$ cat src/rtl/seg_scan_ctrl.sv
// Seven-segment scan controller.
// Cycles through NDIG digits: each one is lit for DIV clocks and then followed by a
// BLANK-clock all-off gap. One hex decoder is shared by all digits.
// A new display word waits in a pending buffer and becomes active only at a frame
// boundary, so a frame never mixes old and new digits.
module seg_scan_ctrl #(
  parameter int NDIG  = 8,
  parameter int DIV   = 1000,
  parameter int BLANK = 16
) (
  input  logic              clk,
  input  logic              rst,
  input  logic              ld_valid,
  output logic              ld_ready,
  input  logic [4*NDIG-1:0] ld_data,
  input  logic [NDIG-1:0]   ld_mask,
  input  logic              lz_en,
  output logic [NDIG-1:0]   dig_sel,
  output logic [3:0]        dig_nib,
  output logic              dig_blank,
  output logic              frame_done
);

  localparam int IDX_W = $clog2(NDIG);
  localparam int CMAX  = (DIV > BLANK) ? DIV : BLANK;
  localparam int CNT_W = (CMAX > 1) ? $clog2(CMAX) : 1;
  localparam logic [CNT_W-1:0] ON_LAST  = CNT_W'(DIV - 1);
  localparam logic [CNT_W-1:0] GAP_LAST = CNT_W'((BLANK > 0) ? BLANK - 1 : 0);
  localparam logic [IDX_W-1:0] IDX_LAST = IDX_W'(NDIG - 1);

  typedef enum logic [1:0] {S_IDLE, S_ON, S_GAP} state_t;

  state_t            r_state, w_state_nxt;
  logic [IDX_W-1:0]  r_idx, w_idx_nxt;
  logic [CNT_W-1:0]  r_cnt, w_cnt_nxt;
  logic              r_fd, w_fd_nxt;
  logic              w_commit, w_adv, w_hs;

  logic              r_pend;
  logic [4*NDIG-1:0] r_pend_data;
  logic [NDIG-1:0]   r_pend_mask;
  logic              r_pend_lz;

  logic [4*NDIG-1:0] r_act_data;
  logic [NDIG-1:0]   r_act_mask;
  logic              r_act_lz;

  logic [NDIG-1:0]   w_supp;
  logic [3:0]        w_nib;

  // A load is accepted only while nothing is waiting in the pending buffer.
  // Commit needs a full buffer, so a handshake and a commit never fall on the same edge.
  assign w_hs     = ld_valid & ~r_pend;
  assign ld_ready = ~r_pend;

  // Leading-zero suppression: walk from the top nibble down while every nibble seen is zero
  always_comb begin
    logic allz;
    w_supp = '0;
    allz   = 1'b1;
    for (int i = NDIG - 1; i >= 0; i--) begin
      allz = allz & (r_act_data[4*i +: 4] == 4'h0);
      if (i != 0) w_supp[i] = r_act_lz & allz;
    end
  end

  assign w_nib = r_act_data[4*r_idx +: 4];

  // Scan sequencer: next state, digit index, dwell counter, commit and frame-end pulse
  always_comb begin
    w_state_nxt = r_state;
    w_idx_nxt   = r_idx;
    w_cnt_nxt   = r_cnt;
    w_commit    = 1'b0;
    w_fd_nxt    = 1'b0;
    w_adv       = 1'b0;
    case (r_state)
      S_IDLE: begin
        if (r_pend) begin
          w_commit    = 1'b1;
          w_state_nxt = S_ON;
          w_idx_nxt   = '0;
          w_cnt_nxt   = '0;
        end
      end
      S_ON: begin
        if (r_cnt == ON_LAST) begin
          w_cnt_nxt = '0;
          if (BLANK == 0) w_adv = 1'b1;
          else            w_state_nxt = S_GAP;
        end else begin
          w_cnt_nxt = r_cnt + CNT_W'(1);
        end
      end
      S_GAP: begin
        if (r_cnt == GAP_LAST) begin
          w_cnt_nxt = '0;
          w_adv     = 1'b1;
        end else begin
          w_cnt_nxt = r_cnt + CNT_W'(1);
        end
      end
      default: w_state_nxt = S_IDLE;
    endcase
    if (w_adv) begin
      if (r_idx != IDX_LAST) begin
        w_idx_nxt   = r_idx + IDX_W'(1);
        w_state_nxt = S_ON;
      end else begin
        // Frame boundary: the only point where a new word may take over.
        w_fd_nxt  = 1'b1;
        w_idx_nxt = '0;
        w_commit  = r_pend;
        if ((r_pend ? r_pend_mask : r_act_mask) == '0) w_state_nxt = S_IDLE;
        else                                            w_state_nxt = S_ON;
      end
    end
  end

  // Sequencer registers
  always_ff @(posedge clk or posedge rst) begin
    if (rst) begin
      r_state <= S_IDLE;
      r_idx   <= '0;
      r_cnt   <= '0;
      r_fd    <= 1'b0;
    end else begin
      r_state <= w_state_nxt;
      r_idx   <= w_idx_nxt;
      r_cnt   <= w_cnt_nxt;
      r_fd    <= w_fd_nxt;
    end
  end

  // Pending buffer: filled by the load handshake, emptied by the commit
  always_ff @(posedge clk or posedge rst) begin
    if (rst) begin
      r_pend      <= 1'b0;
      r_pend_data <= '0;
      r_pend_mask <= '0;
      r_pend_lz   <= 1'b0;
    end else if (w_commit) begin
      r_pend <= 1'b0;
    end else if (w_hs) begin
      r_pend      <= 1'b1;
      r_pend_data <= ld_data;
      r_pend_mask <= ld_mask;
      r_pend_lz   <= lz_en;
    end
  end

  // Active word: replaced only on commit, so it stays fixed for a whole frame
  always_ff @(posedge clk or posedge rst) begin
    if (rst) begin
      r_act_data <= '0;
      r_act_mask <= '0;
      r_act_lz   <= 1'b0;
    end else if (w_commit) begin
      r_act_data <= r_pend_data;
      r_act_mask <= r_pend_mask;
      r_act_lz   <= r_pend_lz;
    end
  end

  // Outputs decode directly from registered state; GAP and IDLE drive every digit line high.
  assign dig_sel    = (r_state == S_ON) ? ~(NDIG'(1) << r_idx) : '1;
  assign dig_nib    = (r_state == S_IDLE) ? 4'h0 : w_nib;
  assign dig_blank  = (r_state == S_ON) ? (~r_act_mask[r_idx] | w_supp[r_idx]) : 1'b1;
  assign frame_done = r_fd;

endmodule

$ cat config.mk
export PLATFORM = sky130hd
export DESIGN_NAME = seg_scan_ctrl
export DESIGN_NICKNAME = d
export VERILOG_FILES = /design/src/rtl/seg_scan_ctrl.sv
export SDC_FILE = /design/constraint.sdc
export NUM_CORES = 1
export LEC_CHECK = 0
export CORE_MARGIN = 2
export CORE_UTILIZATION = 55
export CTS_CLUSTER_DIAMETER = 150
export DETAILED_ROUTE_END_ITERATION = 8
export GPL_TIMING_DRIVEN = 1
export PLACE_DENSITY_LB_ADDON = 0.15
export SYNTH_ARGS = -nofsm -noshare
export SYNTH_HDL_FRONTEND = slang
export SYNTH_SLANG_ARGS = --single-unit
$ cat constraint.sdc
create_clock -name clk -period 4.3 [get_ports clk]
set_clock_uncertainty 0.1 [all_clocks]
set_input_delay 0.86 -clock clk [delete_from_list [all_inputs] [get_ports clk]]
set_output_delay 0.86 -clock clk [all_outputs]
set_load 0.02 [all_outputs]
After elaboration in Yosys (flattened, before gate mapping)
Cells that the tools add are included.
W data, S select, Z words.
{ "totals": {"reg_bits": 99, "inputBits": 44, "out_inout_bits": 15, "wordCells": 93} }
{ "op_classes": {"n_addsub": 2, "n_lt_le_gt_ge": 1, "n_eq_ne": 9, "shifts": 2, "mux": 32, "n_bitwise": 19, "reduce_logical": 17} }
{ "ops": {"columns": ["op", "count"], "rows": [
  ["$shiftx A32 B6 Y4", 1],
  ["$mux W10", 3],
  ["$pmux W10 S3", 1],
  ["$logic_not A4 Y1", 7],
  ["$mux W8", 2],
  ["$mux W1", 15],
  ["$and A1 B1 Y1", 14],
  ["$mux W3", 4],
  ["$add A10 B1 Y10 const B", 1],
  ["$eq A10 B10 Y1 const B", 1],
  ["$eq A10 B4 Y1 const B", 1],
  ["$ne A3 B3 Y1 const B", 3],
  ["$logic_not A8 Y1", 1],
  ["$not A8 Y8", 1],
  ["$shl A1 B3 Y8 const A", 1],
  ["$bmux W1 S3", 2],
  ["$mux W2", 3],
  ["$pmux W2 S3", 1],
  ["$reduce_and A2 Y1", 3],
  ["$reduce_bool A2 Y1", 3],
  ["$lt A3 B4 Y1 const B", 1],
  ["$mux W4", 1],
  ["$ne A2 B2 Y1 const B", 2],
  ["$add A3 B1 Y3 const B", 1],
  ["7 further kinds", 9]
]} }

Logic depth before layout (Yosys ltp)
Gate-level depths: netlist of run 1.
{ "logic_depth": {"depth_word": 12, "ltp_mapped": 9, "mapped_depth_nobuf": 7} }

Least setup slack after synthesis of run 1
Ideal clock, no wire load.
{ "synth_path": {"path_type": "register -> output", "from": "register r_idx[0]", "to": "output dig_blank", "arrival_time_ns": 1.739, "t_required_ns": 3.340, "path_slack_ns": 1.601, "stages_incl_launch_ff": 7, "n_path_buf": 1, "cell_sequence": "dfrtp_1 -> buf_2 -> inv_1 -> or4_1 -> o21ai_0 -> a21oi_1 -> o211ai_1"} }
{ "synth_via": {"elab_chain_cells": 5, "word_cells_on_any_way": 7, "cone_classes": "mux: 5; bitwise: 2"} }
{ "synth_rtl": {"columns": ["element", "line", "text"], "rows": [
  ["start: declaration", "34", "logic [IDX_W-1:0] r_idx, w_idx_nxt;"],
  ["start signal: assignment", "129", "r_idx <= w_idx_nxt;"],
  ["$bmux W1 S3", "168", "assign dig_blank = (r_state == S_ON) ? (~r_act_mask[r_idx] | w_supp[r_idx]) : 1'b1;"],
  ["$mux W1 (implied by the code)", "168", null],
  ["$not A1 Y1", "168", null],
  ["$or A1 B1 Y1 (*)", "168", null],
  ["$mux W1 (*)", "168", null],
  ["end: declaration", "20", "output logic dig_blank,"]
]} }
Every way passes the cells marked *; elsewhere a longest branch is shown, timed or not. The select of a mux whose other input is x is not followed.

Final worst setup path of run 1
{ "layout_path": {"from": "register r_act_data[21]", "to": "output dig_blank"} }
{ "layout_via": {"elab_chain_cells": 11, "word_cells_on_any_way": 15, "cone_classes": "mux: 3; bitwise: 11; reduce/logical: 1"} }
{ "layout_rtl": {"columns": ["element", "line", "text"], "rows": [
  ["start: declaration", "44", "logic [4*NDIG-1:0] r_act_data;"],
  ["start signal: assignment", "159", "r_act_data <= r_pend_data;"],
  ["$logic_not A4 Y1 (*)", "62", "allz = allz & (r_act_data[4*i +: 4] == 4'h0);"],
  ["$and A1 B1 Y1 (*)", "62", null],
  ["$and A1 B1 Y1 (4 in series)", "62", null],
  ["$and A1 B1 Y1", "63", "if (i != 0) w_supp[i] = r_act_lz & allz;"],
  ["$bmux W1 S3 (*)", "168", null],
  ["$mux W1 (implied by the code) (*)", "168", null],
  ["$or A1 B1 Y1 (*)", "168", null],
  ["$mux W1 (*)", "168", null]
]} }
Marks and branches as above.

==> reports/summary.log, run 1 <==
qor: finish.antenna_diode_instance_count 0
qor: power.power.share.sequential 0.440
qor: global_route.gr-total-overflow 0
qor: clock_network.worstSkewPairLatency 0.37 ns
qor: clock_network.cts-hold-fix-buffers 0
qor: power.clockPowerShare 0.155
qor: power.p_sw_frac 0.336
qor: place.dpl.hpwl 6260 um
qor: clock_network.cts_htree_levels 3
qor: floorplan.fp.dieW 97.2 um
qor: sta.final_max_slew_viol_count 0
qor: synth.synth-main-ff-cell sky130_fd_sc_hd__dfrtp_1
qor: synth.number_of_enable_flip_flop_cells_after_synthesis 0
qor: floorplan.ios 59
qor: synth.yosys_register_bits 99
qor: setup_path.path_cells nor4_1, a31oi_1, a21oi_1, nand4_1, o211ai_1, clkdlybuf4s50_1
qor: routing.drt_pre_antenna_iters 4
qor: floorplan.initial_standard_cell_utilization_of_the_core 0.575
qor: synth.asyncSetResetFlopFracSynth 1.00
qor: finish.finish.net_count 462
qor: setup_path.worst-setup-path-type reg -> out
qor: setup_path.worst-endpoint-arrival 2.53 ns
qor: sta.rsz0062_at_grt false
qor: setup_path.max_stage_delay 0.65 ns
qor: routing.ant_nets 0
qor: global_route.grt_max_degree 56
qor: power.net-switching-power 0.00129 W
qor: flow_run.max-cap-violations 0
qor: synth.synth.distinct_cells 41
qor: place.place_congestion 0.813
qor: clock_network.cts_made_buffers 9
qor: synth.synthesis.yosys.warnings 0
qor: finish.synthToLayoutAreaGrowth 17.6%
qor: routing.num_vias 2957
qor: routing.wl_per_cell 17.2 um
qor: place.portBuffers 58
qor: power.total_leakage_power 2.39 nW
qor: setup_path.crit_required 3.34 ns
qor: sta.maxSlewHeadroom 0.338
qor: clock_network.clock-sinks 99
qor: floorplan.floorplan.rows 33
qor: clock_network.ctsResizeCount 0
qor: global_route.vias_in_the_first_global_route 3022
qor: synth.synth_area_per_cell 13.6 um^2
qor: floorplan.core-area 0.00830 mm^2
qor: setup_path.crit_path_end_kind output port
qor: global_route.grt_antenna_before_repair 0
qor: routing.initialDrtViolationCount 96
qor: clock_network.ctsLongestPathBuffers 2
qor: global_route.total_global_route_track_usage 0.202
qor: sta.final_number_of_setup_violating_endpoints 0
qor: worst_hold_path.hold_path_class reg -> reg
qor: outcome.outcome finished clean
qor: synth.yosysSeqAreaShare 0.519
qor: power.power_frac_comb 0.405
qor: power.internal-power 0.00256 W
qor: routing.drt-total-wl 8900 um
qor: routing.drc_errors 0
qor: sta.hold_viol_final 0
qor: clock_network.cts.clk_slew.worst_paths 0.11 ns
qor: clock_network.library_cell_used_as_clock_root_buffer sky130_fd_sc_hd__clkbuf_8
qor: clock_network.cts_setup_buffers 0
qor: power.pwr_density_cell 686 mW/mm^2
qor: sta.layout_worst_path_cycle_share 0.811
qor: floorplan.die-height 97.2 um
qor: synth.netlist_area 0.00477 mm^2
qor: synth.syn_inst 352
qor: synth.postSynthNetCount 406
qor: sta.maxClockFrequency 0.287 GHz
qor: sta.final.setup.tns 0 ns
qor: finish.finalNonFillerCells 518
qor: global_route.wire_length_of_the_first_global_routing_pass 15200 um
qor: finish.post_route_cells_drive_above_1_share 0.298
qor: sta.tmin_final 3.49 ns
qor: place.placed_cells 502
qor: sta.transition_time_at_the_pin_with_the_least_slew_margin 0.993 ns
qor: floorplan.die_area 0.00944 mm^2
qor: routing.post_drt_via_cell_ratio 5.71
qor: setup_path.cpMaxStageDelayCell sky130_fd_sc_hd__clkdlybuf4s50_1
qor: setup_path.start_kind flop
qor: clock_network.tritoncts_clock_tree done
qor: setup_path.timing.critical_path.fanout_max 3
qor: power.max_rail_drop_vdd 391 uV
-- placed cells by master (no fill, tap or decap), types with 3 or more instances in the layout --
cell	instances
sky130_fd_sc_hd__dfrtp_1	99
sky130_fd_sc_hd__clkdlybuf4s50_1	58
sky130_fd_sc_hd__mux2_2	45
sky130_fd_sc_hd__mux2_4	39
sky130_fd_sc_hd__nand2_1	31
sky130_fd_sc_hd__o21ai_0	13
sky130_fd_sc_hd__inv_1	11
sky130_fd_sc_hd__a21oi_1	11
sky130_fd_sc_hd__nand3_1	10
sky130_fd_sc_hd__mux4_2	10
sky130_fd_sc_hd__ha_1	10
sky130_fd_sc_hd__clkbuf_8	10
sky130_fd_sc_hd__nor4_1	7
sky130_fd_sc_hd__nor2_1	7
sky130_fd_sc_hd__nor3_1	4
sky130_fd_sc_hd__a22o_1	3
sky130_fd_sc_hd__a21o_1	3
sky130_fd_sc_hd__inv_6	3
sky130_fd_sc_hd__buf_4	3
-- state kept, by name (all words and copies together), names as in the netlist --
name         flops
r_pend           1
r_idx            3
r_pend_lz        1
r_pend_mask      8
r_state          2
r_act_mask       8
frame_done       1
r_pend_data     32
r_act_lz         1
r_cnt           10
r_act_data      32
-- layer usage --
metal | GRT usage | up-vias | wire [um]
li1 | - | 1384 | -
met1 | 0.290 | 1492 | 4210
met2 | 0.310 | 67 | 4210
met3 | 0.0460 | 14 | 344
met4 | 0.0607 | 0 | 134
met5 | 0 | - | 0
-- per-stage QoR --
stage          cell area (um^2)   util  setup WS, ns  hold slack (ns)  power, W
3_3_place_gp               5410  0.652          1.27            0.388   0.00322
4_1_cts                    5620  0.677         0.837            0.418   0.00388
2_1_floorplan              4770      -         0.750            0.375   0.00292
3_5_place_dp               5410  0.652          1.25            0.394   0.00327
6_report                   5620  0.677         0.812            0.412   0.00385
5_1_grt                    5620  0.677         0.644            0.441   0.00409
-- critical path: cells and delay by family (launching register included) --
kind	cells	cell delay (ns)
AOI/OAI and AO/OA	3	0.52
buffers and inverters	1	0.65
DFF	1	0.41
and+or+nand+nor	2	0.59
-- synthesized netlist by cell type (2+ instances only) --
master                     instances  area share
sky130_fd_sc_hd__o41ai_1           2      0.0037
sky130_fd_sc_hd__buf_12            4       0.017
sky130_fd_sc_hd__and3_4            2      0.0047
sky130_fd_sc_hd__mux2_4           39        0.12
sky130_fd_sc_hd__clkbuf_1          6      0.0047
sky130_fd_sc_hd__nor4b_1           2      0.0037
sky130_fd_sc_hd__or3_1             2      0.0026
sky130_fd_sc_hd__inv_1            12      0.0094
sky130_fd_sc_hd__dfrtp_1          99        0.52
sky130_fd_sc_hd__nand3_1          10       0.010
sky130_fd_sc_hd__o21a_1            2      0.0031
sky130_fd_sc_hd__nor2b_1           3      0.0039
sky130_fd_sc_hd__mux2_2           45        0.11
sky130_fd_sc_hd__or4_1             2      0.0031
sky130_fd_sc_hd__mux4_2           10       0.047
sky130_fd_sc_hd__nand2_1          31       0.024
sky130_fd_sc_hd__nor3_1            4      0.0042
sky130_fd_sc_hd__a21oi_1          11       0.012
sky130_fd_sc_hd__ha_1             10       0.026
sky130_fd_sc_hd__nor4_1            7      0.0092
sky130_fd_sc_hd__a21o_1            3      0.0047
sky130_fd_sc_hd__o21ai_0          13       0.014
sky130_fd_sc_hd__nor2_1            7      0.0055
sky130_fd_sc_hd__buf_1             3      0.0024
sky130_fd_sc_hd__nand4_1           2      0.0026
sky130_fd_sc_hd__buf_2             4      0.0042
sky130_fd_sc_hd__a22o_1            3      0.0055
-- kinds of logic after synthesis --
logic type / count (synthesis) / synth area share
adders and majority gates: 10 / 0.0262
AOI/OAI and AO/OA: 42 / 0.0553
buffers and inverters: 30 / 0.0398
muxes: 94 / 0.276
and+or+nand+nor: 77 / 0.0839
DFF: 99 / 0.519
-- final cells by class --
type                    count  area, um^2
clock buffers              10         138
repair buffers             63         643
fillers                   628        2680
inverters                  12        46.3
flip-flops and latches     99        2480
multi-input cells         223        2120
well taps                 105         131
clock inverters             6        65.1
-- final timing paths --
path | startpoint | endpoint | slack [ns] | cells past startpoint
worst max-delay path | r_act_data[21] | dig_blank | 0.81 | 6
worst min-delay path | r_pend_data[30] | r_act_data[30] | 0.41 | 1
worst max register to register | r_idx[1] | r_act_data[31] | 1.37 | 6
worst min register to register | r_pend_data[30] | r_act_data[30] | 0.41 | 1
max in group asynchronous | rst | r_act_data[13] | 2.47 | 3
min in group asynchronous | rst | r_cnt[8] | 0.90 | 2
-- power by group through the flow --
stage	Sequential [W]	Combinational, W	Clock (W)
after floorplan	0.00157	0.00135	0
after global placement	0.00170	0.00152	0
after detailed placement	0.00171	0.00156	0
after CTS	0.00169	0.00157	0.000615
after global routing	0.00176	0.00168	0.000653
final	0.00169	0.00156	0.000598
(Power assumes the default switching activity.)
==> inputs of run 2 (changes only) <==
==> constraint.sdc (replaced) <==
create_clock -name clk -period 3.66 [get_ports clk]
set_clock_uncertainty 0.1 [all_clocks]
set_input_delay 0.732 -clock clk [delete_from_list [all_inputs] [get_ports clk]]
set_output_delay 0.732 -clock clk [all_outputs]
set_load 0.02 [all_outputs]
==> reports/summary.log, run 2 (synthesis gave the netlist of run 1 again) <==
qor: outcome.outcome finished clean [unchanged]
qor: global_route.total_global_route_track_usage 0.199 [was 0.202]
qor: clock_network.ctsResizeCount 0 [unchanged]
qor: routing.ant_nets 0 [unchanged]
qor: routing.wl_per_cell 17.0 um [was 17.2 um]
qor: sta.final.setup.tns 0 ns [unchanged]
qor: finish.synthToLayoutAreaGrowth 17.6% [unchanged]
qor: floorplan.initial_standard_cell_utilization_of_the_core 0.575 [unchanged]
qor: finish.fillers 621 [was 628]
qor: finish.mostFrequentLayoutCell sky130_fd_sc_hd__dfrtp_1 [unchanged]
qor: place.portBuffers 58 [unchanged]
qor: clock_network.cts_htree_levels 3 [unchanged]
qor: global_route.grt_max_degree 59 [was 56]
qor: routing.initialDrtViolationCount 140 [was 96]
qor: power.total_leakage_power 2.39 nW [about the same]
qor: floorplan.fp.dieW 97.2 um [unchanged]
qor: finish.multi_input_area 0.00212 mm^2 [unchanged]
qor: clock_network.cts_made_buffers 9 [unchanged]
qor: sta.maxClockFrequency 0.297 GHz
qor: global_route.vias_in_the_first_global_route 2990 [was 3022]
qor: finish.antenna_diode_instance_count 0 [unchanged]
qor: setup_path.timing.critical_path.fanout_max 3 [unchanged]
qor: power.max_rail_drop_vdd 497 uV [was 391 uV]
qor: clock_network.cts_setup_buffers 0 [unchanged]
qor: finish.top_library_cells_by_usage_in_the_layout_fill_and_taps_aside 99 x sky130_fd_sc_hd__dfrtp_1, 58 x sky130_fd_sc_hd__clkdlybuf4s50_1, 45 x sky130_fd_sc_hd__mux2_2, 39 x sky130_fd_sc_hd__mux2_4, 31 x sky130_fd_sc_hd__nand2_1 [unchanged]
qor: routing.num_vias 2945 [was 2957]
qor: power.design_power_total 0.00451 W [was 0.00385 W]
qor: floorplan.floorplan.rows 33 [unchanged]
qor: setup_path.worst-setup-path-type reg -> out [unchanged]
qor: sta.transition_time_at_the_pin_with_the_least_slew_margin 0.722 ns [was 0.993 ns]
qor: sta.maxSlewHeadroom 0.518 [was 0.338]
qor: floorplan.die_area 0.00944 mm^2 [unchanged]
qor: floorplan.ios 59 [unchanged]
qor: routing.drc_errors 0 [unchanged]
qor: flow_run.max-cap-violations 0 [unchanged]
qor: worst_hold_path.hold_path_class reg -> reg [unchanged]
qor: place.dpl.hpwl 6270 um [was 6260 um]
qor: clock_network.clock-sinks 99 [unchanged]
qor: sta.final_max_slew_viol_count 0 [unchanged]
qor: global_route.grt_util_met1 0.276 [was 0.290]
qor: sta.final_number_of_setup_violating_endpoints 0 [unchanged]
qor: setup_path.worst-endpoint-arrival 2.54 ns [was 2.53 ns]
qor: finish.top_regs r_act_data (32), r_pend_data (32), r_cnt (10) [unchanged]
qor: sta.tmin_final 3.37 ns
qor: place.place_congestion 0.827 [was 0.813]
qor: finish.register_area 0.00248 mm^2 [unchanged]
qor: clock_network.tritoncts_clock_tree done [unchanged]
qor: global_route.grt_antenna_before_repair 0 [unchanged]
qor: routing.drt_pre_antenna_iters 4 [unchanged]
qor: sta.worst_slack 0.288 ns [was 0.812 ns]
qor: setup_path.start_kind flop [unchanged]
qor: global_route.gr-total-overflow 0 [unchanged]
qor: routing.post_drt_via_cell_ratio 5.67 [was 5.71]
qor: sta.layout_worst_path_cycle_share 0.921
qor: global_route.grt_util_met2 0.313 [was 0.310]
qor: finish.post_route_cells_drive_above_1_share 0.300 [was 0.298]
qor: finish.finalNonFillerCells 519 [was 518]
qor: setup_path.reg2reg_setup_slack 1.00 ns [was 1.37 ns]
qor: clock_network.library_cell_used_as_clock_root_buffer sky130_fd_sc_hd__clkbuf_8 [unchanged]
qor: global_route.grtUsageMet3 0.0482 [was 0.0460]
qor: sta.hold_viol_final 0 [unchanged]
qor: place.placement.setup.worst_slack 0.699 ns [was 1.25 ns]
qor: setup_path.crit_path_end_kind output port [unchanged]
qor: global_route.wire_length_of_the_first_global_routing_pass 15000 um [was 15200 um]
qor: finish.finish.net_count 463 [was 462]
qor: floorplan.die-height 97.2 um [unchanged]
qor: clock_network.worstSkewPairLatency 0.37 ns [about the same]
qor: routing.drt-total-wl 8850 um [was 8900 um]
qor: global_route.grt_most_used_layer met2 [unchanged]
qor: setup_path.crit_required 2.83 ns [was 3.34 ns]
qor: place.placed_cells 503 [was 502]
qor: clock_network.cts-hold-fix-buffers 0 [unchanged]
qor: floorplan.core-area 0.00830 mm^2 [unchanged]
qor: clock_network.ctsLongestPathBuffers 2 [unchanged]
qor: power.pwr_density_cell 802 mW/mm^2 [was 686 mW/mm^2]
qor: sta.rsz0062_at_grt false [unchanged]
qor: clock_network.cts.clk_slew.worst_paths 0.10 ns [was 0.11 ns]
==> run 2: cell count changes in the layout (fill, tap and decap cells not counted), sizes merged <==
cell    before  now
clkinv       2    4
inv         16   14
buf          5    6
==> run 2: path summary, 6_finish.rpt <==
kind | startpoint | endpoint | cells past startpoint
setup reg to reg | r_idx[1] | r_act_data[31] | 6
min in group asynchronous | rst | r_pend_data[25] | 2
hold reg to reg | r_pend_data[12] | r_act_data[12] | 1
setup / recovery | r_act_data[22] | dig_blank | 6
max in group asynchronous | rst | r_act_data[8] | 3
hold / removal | r_pend_data[12] | r_act_data[12] | 1
==> run 2: cell type report <==
class | instances | area share
flip-flops and latches | 99 | 0.441
multi-input cells | 223 | 0.377
repair buffers | 64 | 0.116
clock buffers | 10 | 0.0245
well taps | 105 | 0.0234
clock inverters | 6 | 0.0102
inverters | 12 | 0.00824
==> run 2: critical path, stage by stage, from the launching register on <==
cell	delay [ns]
sky130_fd_sc_hd__dfrtp_1	0.41
sky130_fd_sc_hd__nor4_1	0.47
sky130_fd_sc_hd__a31oi_1	0.15
sky130_fd_sc_hd__a21oi_1	0.16
sky130_fd_sc_hd__nand4_1	0.11
sky130_fd_sc_hd__o211ai_1	0.24
sky130_fd_sc_hd__clkdlybuf4s50_1	0.65
==> run 2: report_power, final <==
part | switching, W | internal [W]
Clock | 0.000400 | 0.000281
Combinational | 0.000707 | 0.00112
Sequential | 0.000397 | 0.00160
Total | 0.00150 | 0.00300
==> run 2: layer usage <==
layer | part of all wire | wire (um)
met3 | 0.044 | 385
met5 | 0 | 0
met4 | 0.013 | 113
met1 | 0.46 | 4100
met2 | 0.48 | 4240
==> run 2: metrics by stage <==
| stage | utilization | instance area (um^2) | hold slack [ns] |
|---|---|---|---|
| detailed placement | 0.653 | 5420 | 0.392 |
| global route | 0.677 | 5620 | 0.435 |
| global placement | 0.653 | 5420 | 0.390 |
| floorplan | - | 4770 | 0.375 |
| CTS | 0.677 | 5620 | 0.416 |
| finish | 0.677 | 5620 | 0.411 |
